===== config.mk =====
export PLATFORM = sky130hd
export DESIGN_NAME = serial_rx_arbiter
export DESIGN_NICKNAME = d
export VERILOG_FILES = /design/src/rtl/serial_arb_pkg.sv /design/src/rtl/serial_rx_arbiter_rr_arbiter.sv /design/src/rtl/serial_rx_arbiter.sv
export SDC_FILE = /design/constraint.sdc
export NUM_CORES = 1
export LEC_CHECK = 0
export CORE_MARGIN = 8
export CORE_UTILIZATION = 54
export CTS_BUF_LIST = sky130_fd_sc_hd__clkbuf_4 sky130_fd_sc_hd__clkbuf_8
export CTS_CLUSTER_SIZE = 14
export DETAILED_ROUTE_END_ITERATION = 12
export GPL_TIMING_DRIVEN = 0
export HOLD_SLACK_MARGIN = 0.05
export PLACE_DENSITY = 0.81
export SYNTH_ARGS = -nofsm -noshare
export SYNTH_HDL_FRONTEND = slang
export SYNTH_SLANG_ARGS = --single-unit

===== constraint.sdc =====
create_clock -name clk -period 3.3 [get_ports clk]
set_input_delay 0.33 -clock clk [delete_from_list [all_inputs] [get_ports clk]]
set_output_delay 0.33 -clock clk [all_outputs]
set_load 0.02 [all_outputs]

===== src/rtl/serial_arb_pkg.sv =====
// Shared types and constants for serial_rx_arbiter.
package serial_arb_pkg;
  localparam int BYTE_W     = 8;
  localparam int DROP_CNT_W = 8;

  typedef enum logic {
    ARB_EMPTY,
    ARB_VALID
  } arb_state_t;
endpackage


===== src/rtl/serial_rx_arbiter_rr_arbiter.sv =====
// Combinational round-robin pick: first requester after last_grant, wrapping at NUM_CH-1.
module rr_arbiter #(
  parameter int NUM_CH = 4
) (
  input  logic [NUM_CH-1:0]         req,
  input  logic [$clog2(NUM_CH)-1:0] last_grant,
  output logic                      gnt_vld,
  output logic [$clog2(NUM_CH)-1:0] gnt_idx
);
  localparam int CH_W = $clog2(NUM_CH);

  always_comb begin
    int             pos;
    logic [CH_W-1:0] idx;
    gnt_vld = 1'b0;
    gnt_idx = '0;
    pos     = 0;
    idx     = '0;
    for (int k = 1; k <= NUM_CH; k++) begin
      pos = int'(last_grant) + k;
      if (pos >= NUM_CH) pos = pos - NUM_CH;
      idx = CH_W'(pos);
      if (!gnt_vld && req[idx]) begin
        gnt_vld = 1'b1;
        gnt_idx = idx;
      end
    end
  end
endmodule


===== src/rtl/serial_rx_arbiter.sv =====
// Merges NUM_CH serial byte receivers onto one valid/ready byte stream.
// Optional per-channel drop counters: define SERIAL_ARB_DROP_CNT_EN.
//
// state     | meaning
// ARB_EMPTY | output register free, out_valid = 0
// ARB_VALID | output register holds a byte awaiting out_ready
module serial_rx_arbiter
  import serial_arb_pkg::*;
#(
  parameter int NUM_CH = 4
) (
  input  logic                       clk,
  input  logic                       reset,
  input  logic [NUM_CH-1:0]          rx_done,
  input  logic [NUM_CH*BYTE_W-1:0]   rx_byte,
  output logic                       out_valid,
  input  logic                       out_ready,
  output logic [BYTE_W-1:0]          out_byte,
  output logic [$clog2(NUM_CH)-1:0]  out_ch,
  output logic [NUM_CH-1:0]          overrun,
  input  logic [NUM_CH-1:0]          ovr_clr
`ifdef SERIAL_ARB_DROP_CNT_EN
  ,
  output logic [NUM_CH*DROP_CNT_W-1:0] drop_cnt
`endif
);
  localparam int CH_W = $clog2(NUM_CH);

  logic [NUM_CH-1:0]        done_q;
  logic [NUM_CH*BYTE_W-1:0] byte_q;
  logic [BYTE_W-1:0]        hold [NUM_CH];
  logic [NUM_CH-1:0]        full;
  logic [NUM_CH-1:0]        drain;
  logic [NUM_CH-1:0]        drop;
  logic [CH_W-1:0]          last_grant;
  logic [CH_W-1:0]          gnt_idx;
  logic                     gnt_vld;
  logic                     load;
  arb_state_t               state;

  rr_arbiter #(.NUM_CH(NUM_CH)) u_rr (
    .req        (full),
    .last_grant (last_grant),
    .gnt_vld    (gnt_vld),
    .gnt_idx    (gnt_idx)
  );

  assign load = (state == ARB_EMPTY) || (out_valid && out_ready);

  // A slot being granted this cycle is free for a byte arriving in the same cycle.
  always_comb begin
    drain = '0;
    if (load && gnt_vld) drain[gnt_idx] = 1'b1;
    drop = done_q & full & ~drain;
  end

  // Receiver pulses pass through one input flop before reaching the holding registers.
  always_ff @(posedge clk or posedge reset) begin
    if (reset) begin
      done_q  <= '0;
      byte_q  <= '0;
      full    <= '0;
      overrun <= '0;
      for (int i = 0; i < NUM_CH; i++) hold[i] <= '0;
    end else begin
      done_q <= rx_done;
      byte_q <= rx_byte;
      for (int i = 0; i < NUM_CH; i++) begin
        if (done_q[i] && !drop[i]) begin
          hold[i] <= byte_q[i*BYTE_W +: BYTE_W];
          full[i] <= 1'b1;
        end else if (drain[i]) begin
          full[i] <= 1'b0;
        end
        if (drop[i])          overrun[i] <= 1'b1;
        else if (ovr_clr[i])  overrun[i] <= 1'b0;
      end
    end
  end

  always_ff @(posedge clk or posedge reset) begin
    if (reset) begin
      state      <= ARB_EMPTY;
      out_valid  <= 1'b0;
      out_byte   <= '0;
      out_ch     <= '0;
      last_grant <= CH_W'(NUM_CH - 1);
    end else if (load) begin
      if (gnt_vld) begin
        out_byte   <= hold[gnt_idx];
        out_ch     <= gnt_idx;
        last_grant <= gnt_idx;
        state      <= ARB_VALID;
        out_valid  <= 1'b1;
      end else begin
        state     <= ARB_EMPTY;
        out_valid <= 1'b0;
      end
    end
  end

`ifdef SERIAL_ARB_DROP_CNT_EN
  logic [DROP_CNT_W-1:0] cnt [NUM_CH];

  always_ff @(posedge clk or posedge reset) begin
    if (reset) begin
      for (int i = 0; i < NUM_CH; i++) cnt[i] <= '0;
    end else begin
      for (int i = 0; i < NUM_CH; i++) begin
        if (drop[i]) begin
          if (ovr_clr[i])        cnt[i] <= DROP_CNT_W'(1);
          else if (cnt[i] != '1) cnt[i] <= cnt[i] + 1'b1;
        end else if (ovr_clr[i]) begin
          cnt[i] <= '0;
        end
      end
    end
  end

  for (genvar g = 0; g < NUM_CH; g++) begin : g_cnt
    assign drop_cnt[g*DROP_CNT_W +: DROP_CNT_W] = cnt[g];
  end
`endif
endmodule


==> impl_metrics.toml <==
[status]
status = "finished clean"

[cells_and_area]
fin_nets = 379
area_growth_pct = 28.44
drive_gt1_share_pct = 16.42
final_cells = 418
antenna_cells = 0
nFillCells = 422

[timing]
rsz0062_at_grt = "false"
drv_slew = 0
setup_viol = 0
final.setup.tns_ns = 0
worst_pin_slew_ns = 0.7642
period_minus_slack_ns = 2.423
finalCritPeriodShare_pct = 73.44
slew-limit-headroom_pct = 48.78
max_freq_mhz = 412.6
final_hold_viol_count = 0
finalClockSkew_ns = 0.006768
holdWs_ns = 0.2822

[routing]
vias = 2283
drtIter0Drc = 139
wl_per_cell_um = 16.36
dr.pass1.iters = 4
drc = 0
wirelength_um = 6840
ant_nets = 0
vias_per_cell = 5.462

[die]
start_util_pct = 54.77
fp.dieW_um = 95.56
die_h_um = 95.56
num_rows = 29
coreArea_um2 = 6241
pin_count = 58
die_area_um2 = 9132

[power]
seq_power_share_pct = 39.8
clkPwrFrac_pct = 23.7
intPower_uw = 2736
p_sw_uw = 1377
p_leak_uw = 0.001907
combPwrFrac_pct = 36.5
ir_drop_mv = 0.4848
switching_share_pct = 33.47
power_density_nw_per_um2 = 936.9

[global_routing]
grt_max_degree = 67
grt_overflow = 0
grt_pass1_vias = 2407
grt_usage_pct = 16.37
antenna_found_initial = 0
grt_pass1_wl_um = 11360

[worst_hold_path]
hold_path_class = "in2async"

[synthesis]
synth_top_area_share_pct = 63.69
ys_ff_latch = 89
yosys.area.top_type = "dfrtp_1"
synthCells = 267
synth_area_um2 = 3418
synth.most_common_cell = "dfrtp_1"
async_flop_share_pct = 100.0
netlist_top_cells_area = "dfrtp_1 64%, mux2_2 5.3%, nand2_1 4.2%"
yosys-top-cells-count = "87 x dfrtp_1, 38 x nand2_1, 17 x o22ai_1"
synth_cell_type_count = 42
synth-main-ff-cell = "dfrtp_1"
synth-edff-count = 0
synth_fp_nets = 310
avgSynthCellArea_um2 = 12.80
ys_seq_area_share_pct = 65.23
ys_warn_count = 0

[clock_tree]
cts_buffers = 9
post_cts_resize_count = 0
htree_levels = 3
cts-root-buf = "clkbuf_8"
clk_pin_slew_ns = 0.09
cts-hold-fix-buffers = 0
cts.sinks = 89
insertion_delay_ns = 0.35
post_cts_buffers = 0
cts_tree = "built"
cts.path.max_buffers = 2

[critical_path]
critical_path_class = "reg2reg"
critPathArrivalTime_ns = 2.66
path_cells = "buf_2 -> nor3b_1 -> a311oi_4 -> o311ai_4 -> a21boi_4 -> mux2_2"
end_kind = "register"
cp_slowest_stage_delay_ns = 0.53
crit_family = "compound AO/OA/AOI/OAI gates"
startpoint_type = "register"
path_buf_inv = 1
path_max_fanout = 10
crit_required_ns = 3.54
cpMaxStageDelayCell = "a311oi_4"

[placed_design]
placed_cells = 402
gp_congestion = 0.7761
dp_hpwl_um = 4843
numPortBuffers = 57

[run]
drv_cap = 0
power groups by stage:
stage / Combinational (uW) / Clock, uW / Sequential [uW]
CTS: 1510 / 993 / 1640
finish: 1500 / 975 / 1640
floorplan: 962 / 0 / 1690
detailed placement: 1490 / 0 / 1650
global placement: 1440 / 0 / 1650
global route: 1630 / 1040 / 1670
placed cells by master (no fill, tap or decap), types with 3 or more instances in the layout:
| cell type | count |
|---|---|
| nand2b_1 | 5 |
| clkbuf_1 | 4 |
| inv_1 | 7 |
| mux2_2 | 16 |
| a31oi_1 | 5 |
| clkdlybuf4s50_1 | 57 |
| dfrtp_1 | 87 |
| o22ai_1 | 17 |
| bufinv_16 | 4 |
| buf_2 | 3 |
| o31a_1 | 6 |
| mux2i_1 | 6 |
| or2_2 | 3 |
| nand2_1 | 38 |
| a21oi_1 | 4 |
| clkbuf_8 | 10 |
| a211oi_1 | 10 |
| a22o_1 | 3 |
| nor2_1 | 14 |
state kept, by name (all words and copies together) (netlist names):
name / flops
last_grant: 2
done_q: 4
out_ch: 2
hold: 32
state: 1
out_byte: 8
byte_q: 32
full: 4
overrun: 4
path summary, 6_finish.rpt:
path | from | endpoint | slack, ns | depth (start not counted)
worst max register to register | last_grant[1] | hold[3] | 0.88 | 6
max in group asynchronous | reset | last_grant[1] | 2.36 | 3
worst min-delay path | reset | byte_q[10] | 0.28 | 2
worst max-delay path | last_grant[1] | hold[3] | 0.88 | 6
min in group clk | rx_byte[14] | byte_q[14] | 0.40 | 1
worst min register to register | byte_q[5] | hold[29] | 0.48 | 1
per-stage QoR:
| stage | cell area [um2] | worst slack (ns) | util, % | total power, uW |
|---|---|---|---|---|
| 6_report | 4390 | 0.8766 | 70.35 | 4113 |
| 3_3_place_gp | 4085 | -0.5032 | 65.46 | 3087 |
| 5_1_grt | 4390 | 0.7586 | 70.35 | 4341 |
| 3_5_place_dp | 4115 | 0.8960 | 65.94 | 3147 |
| 4_1_cts | 4390 | 0.8703 | 70.35 | 4137 |
| 2_1_floorplan | 3418 | 0.6664 | - | 2650 |
per-layer routing:
metal  vias up  routed length [um]  GRT usage (%)  share of wire [%]
li1       1086                   -              -                  -
met1      1108                2769          19.67                 40
met2        75                3461          26.46                 51
met3        14                 460          4.961                6.7
met4         0                 149          7.682                2.2
met5         -                   0              0                  0
final cells by class:
cell class / count / area, um2 / area share, %
buffer: 12 / 63.81 / 1.453
clock buffer: 10 / 137.6 / 3.135
clock inverter: 6 / 137.6 / 3.135
inverter: 8 / 32.53 / 0.7410
multi-input combinational: 158 / 1095 / 24.94
sequential: 89 / 2230 / 50.78
tap: 77 / 96.34 / 2.194
timing repair buffer: 58 / 598.1 / 13.62
kinds of logic after synthesis:
group / count (synthesis) / share of synthesized area (%)
buffers and inverters: 20 / 2.745
AND/OR/NAND/NOR: 72 / 9.810
multiplexers: 22 / 7.028
AO/OA/AOI/OAI: 64 / 15.19
flip-flops: 89 / 65.23
(Power assumes the default switching activity.)
